[config.mk]
export PLATFORM = sky130hd
export DESIGN_NAME = ramb4_s1_byte_master_flat
export DESIGN_NICKNAME = d
export VERILOG_FILES = /design/src/rtl/ramb4_s1_byte_master_if.sv /design/src/rtl/ramb4_s1_byte_master.sv /design/src/flat_wrapper.sv
export SDC_FILE = /design/constraint.sdc
export NUM_CORES = 1
export LEC_CHECK = 0
export CAP_MARGIN = 20
export CELL_PAD_IN_SITES_DETAIL_PLACEMENT = 2
export CELL_PAD_IN_SITES_GLOBAL_PLACEMENT = 2
export CORE_MARGIN = 1
export CORE_UTILIZATION = 29
export CTS_BUF_LIST = sky130_fd_sc_hd__clkbuf_4 sky130_fd_sc_hd__clkbuf_8
export CTS_CLUSTER_DIAMETER = 50
export DETAILED_ROUTE_END_ITERATION = 8
export PLACE_DENSITY_LB_ADDON = 0.1
export SKIP_LAST_GASP = 1
export SLEW_MARGIN = 10
export SYNTH_ARGS = -nofsm -noshare
export SYNTH_HDL_FRONTEND = slang
export SYNTH_SLANG_ARGS = --single-unit
[constraint.sdc]
create_clock -name CLKA -period 1.85 [get_ports CLKA]
set_input_delay 0.37 -clock CLKA [delete_from_list [all_inputs] [get_ports CLKA]]
set_output_delay 0.37 -clock CLKA [all_outputs]
set_load 0.03 [all_outputs]
[src/rtl/ramb4_s1_byte_master_if.sv]
// Byte request/response bus between a client and ramb4_s1_byte_master.
//   req_valid/req_ready/req_we/req_addr/req_wdata : byte request handshake
//   rsp_valid/rsp_ready/rsp_rdata                 : read response handshake
// master = client side, slave = byte master side.
interface ramb4_s1_byte_master_if;
  localparam int unsigned ADDR_W = 9;
  localparam int unsigned DATA_W = 8;

  logic              req_valid;
  logic              req_ready;
  logic              req_we;
  logic [ADDR_W-1:0] req_addr;
  logic [DATA_W-1:0] req_wdata;
  logic              rsp_valid;
  logic              rsp_ready;
  logic [DATA_W-1:0] rsp_rdata;

  modport master (
    output req_valid, req_we, req_addr, req_wdata, rsp_ready,
    input  req_ready, rsp_valid, rsp_rdata
  );

  modport slave (
    input  req_valid, req_we, req_addr, req_wdata, rsp_ready,
    output req_ready, rsp_valid, rsp_rdata
  );
endinterface

[src/rtl/ramb4_s1_byte_master.sv]
// Serialises byte reads/writes onto a 4096x1 RAM port, one bit per cycle.
//   CLKA     : clock for all logic and the attached RAM port
//   RSTB     : synchronous active-high reset
//   bus      : byte request/response handshake (slave modport)
//   ram_addr : bit address {byte_addr, k}
//   ram_en/ram_we/ram_di : RAM port controls and write bit (registered)
//   ram_rst  : RAM output reset, tied low
//   ram_do   : RAM read bit, valid the cycle after the enabled read edge
// LSB_FIRST=1 stores data bit k at {addr,k}; 0 stores data bit 7-k there.
module ramb4_s1_byte_master #(
  parameter bit LSB_FIRST = 1'b1
) (
  input  logic                          CLKA,
  input  logic                          RSTB,
  ramb4_s1_byte_master_if.slave         bus,
  output logic [11:0]                   ram_addr,
  output logic                          ram_en,
  output logic                          ram_we,
  output logic                          ram_di,
  output logic                          ram_rst,
  input  logic                          ram_do
);
  localparam int unsigned ADDR_W = 9;
  localparam int unsigned DATA_W = 8;
  localparam int unsigned K_W    = 3;

  typedef enum logic [1:0] {IDLE, WRITE, READ, RESP} state_t;

  state_t            state_q, state_nxt;
  logic [K_W-1:0]    k_q, k_nxt;
  logic [ADDR_W-1:0] addr_q, addr_nxt;
  logic [DATA_W-1:0] wdata_q, wdata_nxt;
  logic [DATA_W-1:0] cap_q, cap_nxt;
  logic              rd_pend_q, rd_pend_nxt;
  logic [K_W-1:0]    rd_idx_q, rd_idx_nxt;
  logic              req_ready_q;
  logic              rsp_valid_q, rsp_valid_nxt;
  logic [DATA_W-1:0] rsp_rdata_q, rsp_rdata_nxt;
  logic [11:0]       ram_addr_q, ram_addr_nxt;
  logic              ram_en_q, ram_en_nxt;
  logic              ram_we_q, ram_we_nxt;
  logic              ram_di_q, ram_di_nxt;

  // Data-bit position that maps to RAM bit k.
  function automatic logic [K_W-1:0] bit_pos(input logic [K_W-1:0] idx);
    return LSB_FIRST ? idx : K_W'(3'd7 - idx);
  endfunction

  // State and datapath registers.
  always_ff @(posedge CLKA) begin
    if (RSTB) begin
      state_q     <= IDLE;
      k_q         <= '0;
      addr_q      <= '0;
      wdata_q     <= '0;
      cap_q       <= '0;
      rd_pend_q   <= 1'b0;
      rd_idx_q    <= '0;
      req_ready_q <= 1'b1;
      rsp_valid_q <= 1'b0;
      rsp_rdata_q <= '0;
      ram_addr_q  <= '0;
      ram_en_q    <= 1'b0;
      ram_we_q    <= 1'b0;
      ram_di_q    <= 1'b0;
    end else begin
      state_q     <= state_nxt;
      k_q         <= k_nxt;
      addr_q      <= addr_nxt;
      wdata_q     <= wdata_nxt;
      cap_q       <= cap_nxt;
      rd_pend_q   <= rd_pend_nxt;
      rd_idx_q    <= rd_idx_nxt;
      req_ready_q <= (state_nxt == IDLE);
      rsp_valid_q <= rsp_valid_nxt;
      rsp_rdata_q <= rsp_rdata_nxt;
      ram_addr_q  <= ram_addr_nxt;
      ram_en_q    <= ram_en_nxt;
      ram_we_q    <= ram_we_nxt;
      ram_di_q    <= ram_di_nxt;
    end
  end

  // Next-state and next-output logic.
  always_comb begin
    state_nxt     = state_q;
    k_nxt         = k_q;
    addr_nxt      = addr_q;
    wdata_nxt     = wdata_q;
    cap_nxt       = cap_q;
    rsp_valid_nxt = rsp_valid_q;
    rsp_rdata_nxt = rsp_rdata_q;
    ram_addr_nxt  = '0;
    ram_en_nxt    = 1'b0;
    ram_we_nxt    = 1'b0;
    ram_di_nxt    = 1'b0;
    // A read edge this cycle yields ram_do next cycle for that bit.
    rd_pend_nxt   = ram_en_q & ~ram_we_q;
    rd_idx_nxt    = ram_addr_q[K_W-1:0];

    if (rd_pend_q) begin
      cap_nxt[bit_pos(rd_idx_q)] = ram_do;
    end

    case (state_q)
      IDLE: begin
        if (bus.req_valid) begin
          addr_nxt     = bus.req_addr;
          wdata_nxt    = bus.req_wdata;
          k_nxt        = '0;
          ram_en_nxt   = 1'b1;
          ram_we_nxt   = bus.req_we;
          ram_addr_nxt = {bus.req_addr, 3'd0};
          ram_di_nxt   = bus.req_we & bus.req_wdata[bit_pos(3'd0)];
          state_nxt    = bus.req_we ? WRITE : READ;
        end
      end
      WRITE: begin
        if (k_q == 3'd7) begin
          k_nxt     = '0;
          state_nxt = IDLE;
        end else begin
          k_nxt        = K_W'(k_q + 3'd1);
          ram_en_nxt   = 1'b1;
          ram_we_nxt   = 1'b1;
          ram_addr_nxt = {addr_q, K_W'(k_q + 3'd1)};
          ram_di_nxt   = wdata_q[bit_pos(K_W'(k_q + 3'd1))];
        end
      end
      READ: begin
        if (ram_en_q) begin
          if (k_q == 3'd7) begin
            // Last bit issued; one more cycle to capture it.
            k_nxt = '0;
          end else begin
            k_nxt        = K_W'(k_q + 3'd1);
            ram_en_nxt   = 1'b1;
            ram_addr_nxt = {addr_q, K_W'(k_q + 3'd1)};
          end
        end else begin
          state_nxt     = RESP;
          rsp_valid_nxt = 1'b1;
          rsp_rdata_nxt = cap_nxt;
        end
      end
      RESP: begin
        if (bus.rsp_ready) begin
          rsp_valid_nxt = 1'b0;
          state_nxt     = IDLE;
        end
      end
      default: state_nxt = IDLE;
    endcase
  end

  assign bus.req_ready = req_ready_q;
  assign bus.rsp_valid = rsp_valid_q;
  assign bus.rsp_rdata = rsp_rdata_q;
  assign ram_addr      = ram_addr_q;
  assign ram_en        = ram_en_q;
  assign ram_we        = ram_we_q;
  assign ram_di        = ram_di_q;
  assign ram_rst       = 1'b0;
endmodule
[src/flat_wrapper.sv]
// flat-port wrapper written by rule: the top's interface ports become plain ports
module ramb4_s1_byte_master_flat 
#(
  parameter bit LSB_FIRST = 1'b1
)
  (CLKA, RSTB, ram_addr, ram_en, ram_we, ram_di, ram_rst, ram_do, bus_req_valid, bus_req_we, bus_req_addr, bus_req_wdata, bus_rsp_ready, bus_req_ready, bus_rsp_valid, bus_rsp_rdata);
  ramb4_s1_byte_master_if bus_i ();
  input  logic CLKA;
  input  logic RSTB;
  output logic [11:0] ram_addr;
  output logic ram_en;
  output logic ram_we;
  output logic ram_di;
  output logic ram_rst;
  input  logic ram_do;
  input wire logic [$bits(bus_i.req_valid)-1:0] bus_req_valid;
  input wire logic [$bits(bus_i.req_we)-1:0] bus_req_we;
  input wire logic [$bits(bus_i.req_addr)-1:0] bus_req_addr;
  input wire logic [$bits(bus_i.req_wdata)-1:0] bus_req_wdata;
  input wire logic [$bits(bus_i.rsp_ready)-1:0] bus_rsp_ready;
  output wire logic [$bits(bus_i.req_ready)-1:0] bus_req_ready;
  output wire logic [$bits(bus_i.rsp_valid)-1:0] bus_rsp_valid;
  output wire logic [$bits(bus_i.rsp_rdata)-1:0] bus_rsp_rdata;
  assign bus_i.req_valid = bus_req_valid;
  assign bus_i.req_we = bus_req_we;
  assign bus_i.req_addr = bus_req_addr;
  assign bus_i.req_wdata = bus_req_wdata;
  assign bus_i.rsp_ready = bus_rsp_ready;
  assign bus_req_ready = bus_i.req_ready;
  assign bus_rsp_valid = bus_i.rsp_valid;
  assign bus_rsp_rdata = bus_i.rsp_rdata;
  ramb4_s1_byte_master #(.LSB_FIRST(LSB_FIRST)) u_core (.CLKA(CLKA), .RSTB(RSTB), .bus(bus_i), .ram_addr(ram_addr), .ram_en(ram_en), .ram_we(ram_we), .ram_di(ram_di), .ram_rst(ram_rst), .ram_do(ram_do));
endmodule
### Word level (Yosys, flattened, before mapping)

Cells that the tools add are included.

| storage, ports and cells | value |
|---|---|
| input bits | 23 |
| output and inout bits | 26 |
| register bits after elaboration | 59 |

| operators by class | value |
|---|---|
| muxes and demuxes | 32 |
| eq/ne operators | 8 |
| magnitude comparators | 3 |
| bitwise operators | 4 |
| reduce and logical (&&, ||, !) cells | 9 |
| $add $sub $neg | 1 |

Operators by type and width:

| operator | number |
|---|---|
| two-way mux 12 bit | 3 |
| case mux 12 bit (3 select lines) | 1 |
| two-way mux 1 bit | 10 |
| two-way mux 2 bit | 5 |
| two-way mux 3 bit | 3 |
| case mux 3 bit (3 select lines) | 1 |
| bitwise mux 8 bit | 1 |
| < comparator 3 x 4 -> 1 bit (second input constant) | 2 |
| two-way mux 8 bit | 1 |
| case mux 2 bit (4 select lines) | 1 |
| != test 2 bit (second input constant) | 3 |
| case mux 1 bit (2 select lines) | 3 |
| AND reduction 3 bit | 2 |
| == test 2 bit (second input constant) | 2 |
| logical NOT 2 bit | 2 |
| AND reduction 2 bit | 2 |
| adder 3 x 1 -> 3 bit (second input constant) | 1 |
| binary-select mux 1 bit (select 3 bit) | 1 |
| demux 1 bit (select 3 bit) | 1 |
| == test 3 bit (second input constant) | 1 |
| greater-or-equal comparator 3 x 1 -> 1 bit (second input constant) | 1 |
| case mux 1 bit (3 select lines) | 1 |
| nonzero test 3 bit | 1 |
| bitwise AND 1 bit | 2 |
| other kinds (5) | 6 |

### Longest topological paths before layout

| logic depth | value |
|---|---|
| word-level depth | 6 |
| depth in mapped cells | 7 |
| gate-level depth less buffers | 6 |

### Worst setup path after synthesis

Ideal clock, no wire load.

| timing path | value |
|---|---|
| path type | register to register |
| from | register u_core.k_q[0] |
| to | register u_core.ram_di_q (netlist: u_core.ram_di) |
| required time | 1.713 ns |
| cell stages (with the launch flop) | 6 |
| library setup time | 0.137 ns |
| period minus slack after synthesis | 1.731 ns |
| setup slack | 0.119 ns |
| arrival time | 1.595 ns |
| cell sequence | dfxtp_1 ha_1 ha_1 mux4_2 nor2b_1 o22ai_1 |

| between the ends | value |
|---|---|
| word-level cells in the longest chain between the ends | 5 |

Ends and longest elaborated chain:

| what | line | text |
|---|---|---|
| start: declaration | ramb4_s1_byte_master.sv:30 | `logic [K_W-1:0] k_q, k_nxt;` |
| start signal: assignment | ramb4_s1_byte_master.sv:68 | `k_q <= k_nxt;` |
| adder 3 x 1 -> 3 bit | ramb4_s1_byte_master.sv:127 | `ram_di_nxt = wdata_q[bit_pos(K_W'(k_q + 3'd1))];` |
| binary-select mux 1 bit (select 3 bit) | ramb4_s1_byte_master.sv:127 |  |
| two-way mux 1 bit (not written as such) | ramb4_s1_byte_master.sv:127 |  |
| two-way mux 1 bit (*) | ramb4_s1_byte_master.sv:119 | `if (k_q == 3'd7) begin` |
| case mux 1 bit (2 select lines) (*) | ramb4_s1_byte_master.sv:105 | `case (state_q)` |
| end signal: assignment | ramb4_s1_byte_master.sv:80 | `ram_di_q <= ram_di_nxt;` |
| end: declaration | ramb4_s1_byte_master.sv:42 | `logic ram_di_q, ram_di_nxt;` |

Mark *: on every way between the ends. The rest lies on a longest branch, timed or not. The select of a mux whose other input is x is not followed.
A chain may end at the register's enable or synchronous reset.

### Final worst setup path

| timing path | value |
|---|---|
| from | register u_core.rsp_valid_q (netlist: u_core.bus.rsp_valid) |
| to | output port bus_rsp_valid |

RTL lines:

| what | line | text |
|---|---|---|
| start: declaration | ramb4_s1_byte_master.sv:37 | `logic rsp_valid_q, rsp_valid_nxt;` |
| start signal: assignment | ramb4_s1_byte_master.sv:75 | `rsp_valid_q <= rsp_valid_nxt;` |
| end: declaration | flat_wrapper.sv:22 | `output wire logic [$bits(bus_i.rsp_valid)-1:0] bus_rsp_valid;` |

No word-level cell between the ends.

==> impl_metrics.tcl <==
set metrics [dict create \
    status "complete, no violations" \
    finClkSkew_ns 0.007413 \
    start_kind "register" \
    arrival_ns 1.39 \
    wl_per_cell_um 14.51 \
    setup_viol 0 \
    drt-vias-per-instance 4.756 \
    powerDensity_mw_per_mm2 1400 \
    cts_max_level 3 \
    hold_violations 0 \
    tightest_slew_ns 0.5571 \
    grt_pass1_wl_um 10020 \
    antenna_found_initial 0 \
    peakVddDrop_uv 405.9 \
    max_freq_ghz 0.5696 \
    finalNonFillerCells 405 \
    ys_ff_latch 59 \
    syn2layout_area_growth_pct 32.58 \
    drc_errors 0 \
    gp_congestion 0.7131 \
    numCtsBuffers 9 \
    worst_slack_ns 0.09426 \
    diodes 0 \
    dp_hpwl_um 4285 \
    clock_latency_ns 0.34 \
    cp.buffers_inverters 1 \
    drive_gt1_share_pct 13.53 \
    hold_buffers 0 \
    cp_max_fo 3 \
    synthDistinctLibCells 43 \
    track_usage_pct 15.40 \
    slowest_delay_ns 0.68 \
    io_pins 49 \
    cp_top_family "buffers and inverters" \
    crit_path_end_kind "output port" \
    pre_cts_ws_ns 0.09964 \
    clock_sinks 59 \
    yosysWarnings 0 \
    ys_seq_area_share_pct 49.53 \
    synth_fp_nets 276 \
    fin_crit_sh_pct 94.91 \
    dp.cells 390 \
    power_leakage_uw 0.001189 \
    clk_pin_slew_ns 0.07 \
    relSlewSlack_pct 62.58 \
    cts_tree "built" \
    design.core.area_mm2 0.007848 \
    period_needed_ns 1.756 \
    grt_pass1_vias 2076 \
    dpl_cell_area_mm2 0.002968 \
    grt_overflow 0 \
    setup-tns-final_ns 0 \
    required_ns 1.48 \
    cts_root_buf "clkbuf_8" \
    syn_avg_cell_area_um2 9.694 \
    nets 329 \
    initial_utilization_pct 30.39 \
    placement.io_buffers 47 \
    grt_max_degree 24 \
    synth_cells 246 \
    cp_slowest_cell "clkdlybuf4s50_1" \
    critical_path_class "reg -> out" \
    fp-row-count 32 \
    hold_path_class "in -> reg" \
    first_pass_iters 4 \
    drt_iter0_markers 21 \
    fp.dieW_um 92.68 \
    ant_nets 0 \
    clockBufferDepth 2 \
    max_cap_violations 0 \
    fin_util_pct 40.29 \
    routed_wl_um 5875 \
    final_area_mm2 0.003162 \
    dieArea_mm2 0.008590 \
    rsz0062_at_grt "false" \
    syn_area_mm2 0.002385 \
    crit_chain "clkdlybuf4s50_1" \
    die_h_um 92.68 \
    maxSlewViolCount 0 \
    vias 1926 \
]
[layer usage]
metal / vias up / routed length [um] / global-route usage (%) / share of wire [%]
met1: 937 / 2551 / 17.10 / 43
met4: 0 / 89 / 6.538 / 1.5
met2: 32 / 2990 / 27.41 / 51
met5: - / 0 / 0 / 0
li1: 950 / - / - / -
met3: 7 / 242 / 4.351 / 4.1
[registers in the layout, indices dropped and copies added, names as in the netlist]
name,flops
u_core.bus.rsp_valid,1
u_core.state_q,2
u_core.rd_idx_q,3
u_core.ram_en,1
u_core.wdata_q,8
u_core.addr_q,9
u_core.rd_pend_q,1
u_core.ram_we,1
u_core.ram_di,1
u_core.cap_q,8
u_core.k_q,3
u_core.bus.rsp_rdata,8
u_core.ram_addr,12
u_core.bus.req_ready,1
[layout make-up]
cell class / count / area [um2]
sequential: 59 / 1181
tap: 102 / 127.6
clock inverter: 6 / 57.56
multi-input combinational: 170 / 1115
clock buffer: 9 / 123.9
timing repair buffer: 56 / 545.5
fill: 878 / 4686
inverter: 3 / 11.26
[cell usage in the layout (no fill, tap or decap), types with 2 or more instances in the layout]
master and instances:
o21ai_0 2, dfxtp_1 59, a21oi_1 20, or3_1 3, clkinv_2 4, inv_1 3, mux2i_1 10, nand3_1 3
nand4b_1 4, a22o_1 8, nor3b_2 2, clkdlybuf4s50_1 46, a211oi_2 2, buf_4 8, nor2b_1 8, nor3b_1 3
clkbuf_8 9, nor3_4 2, a211oi_1 7, nor2_1 27, ha_1 6, nand2_1 42
[per-stage QoR]
stage / power (uW) / hold slack, ns
finish: 4425 / 0.4035
global route: 4732 / 0.4183
CTS: 4512 / 0.4120
detailed placement: 3384 / 0.4482
global placement: 3352 / 0.4420
floorplan: 2772 / 0.4322
[what timing repair did]
item                                    4_1_cts  5_1_grt
setup buffers                                 0        0
resized for setup                             0        1
endpoints found under the setup margin        0        1
[Yosys cell counts (all sizes together)]
cell	number	area [um2]
mux2	1	11.26
o21bai	1	7.510
o22ai	1	6.260
and2	1	6.260
nand4b	4	35.03
o21a	1	7.510
nor2b	9	63.81
inv	3	11.26
nand2	43	163.9
a2bb2oi	1	8.760
nor3b	5	47.54
nor2	28	107.6
mux2i	10	100.1
nand3	3	15.01
nand2b	1	13.76
clkbuf	5	28.77
a21oi	21	108.9
o21ai	2	10.01
nor3	3	42.54
a221oi	2	23.77
ha	7	87.58
and2b	1	7.510
or3	3	18.77
a22o	8	70.07
nor4	1	21.27
o31ai	1	7.510
buf	9	61.31
nand4	1	6.260
a211oi	9	77.57
dfxtp	59	1181
conb	1	3.750
mux4	1	22.52
[final timing paths]
kind | startpoint | to | slack, ns | cells past startpoint
setup / recovery | u_core.bus.rsp_valid$_SDFFE_PP0P_ | bus_rsp_valid | 0.09 | 1
hold / removal | RSTB | u_core.k_q[0]$_SDFFE_PP0P_ | 0.40 | 2
setup reg to reg | u_core.k_q[0]$_SDFFE_PP0P_ | u_core.ram_di$_SDFF_PP0_ | 0.15 | 5
hold reg to reg | u_core.ram_we$_SDFF_PP0_ | u_core.rd_pend_q$_SDFF_PP0_ | 0.45 | 1
[report_power, final]
group / switching, uW / internal [uW] / leakage, uW
clock network: 506 / 604 / 0.0000946
registers: 136 / 1510 / 0.000482
logic: 951 / 720 / 0.000613
[cells by family after synthesis]
family	count (synthesis)	share of synthesized area, %
other cells	1	0.1572
mux	12	5.614
fa+ha+maj	7	3.672
flops	59	49.53
simple gates	103	23.03
compound gates	47	13.75
buf+inv	17	4.249
Note: power is estimated with default switching activity, not from simulation.
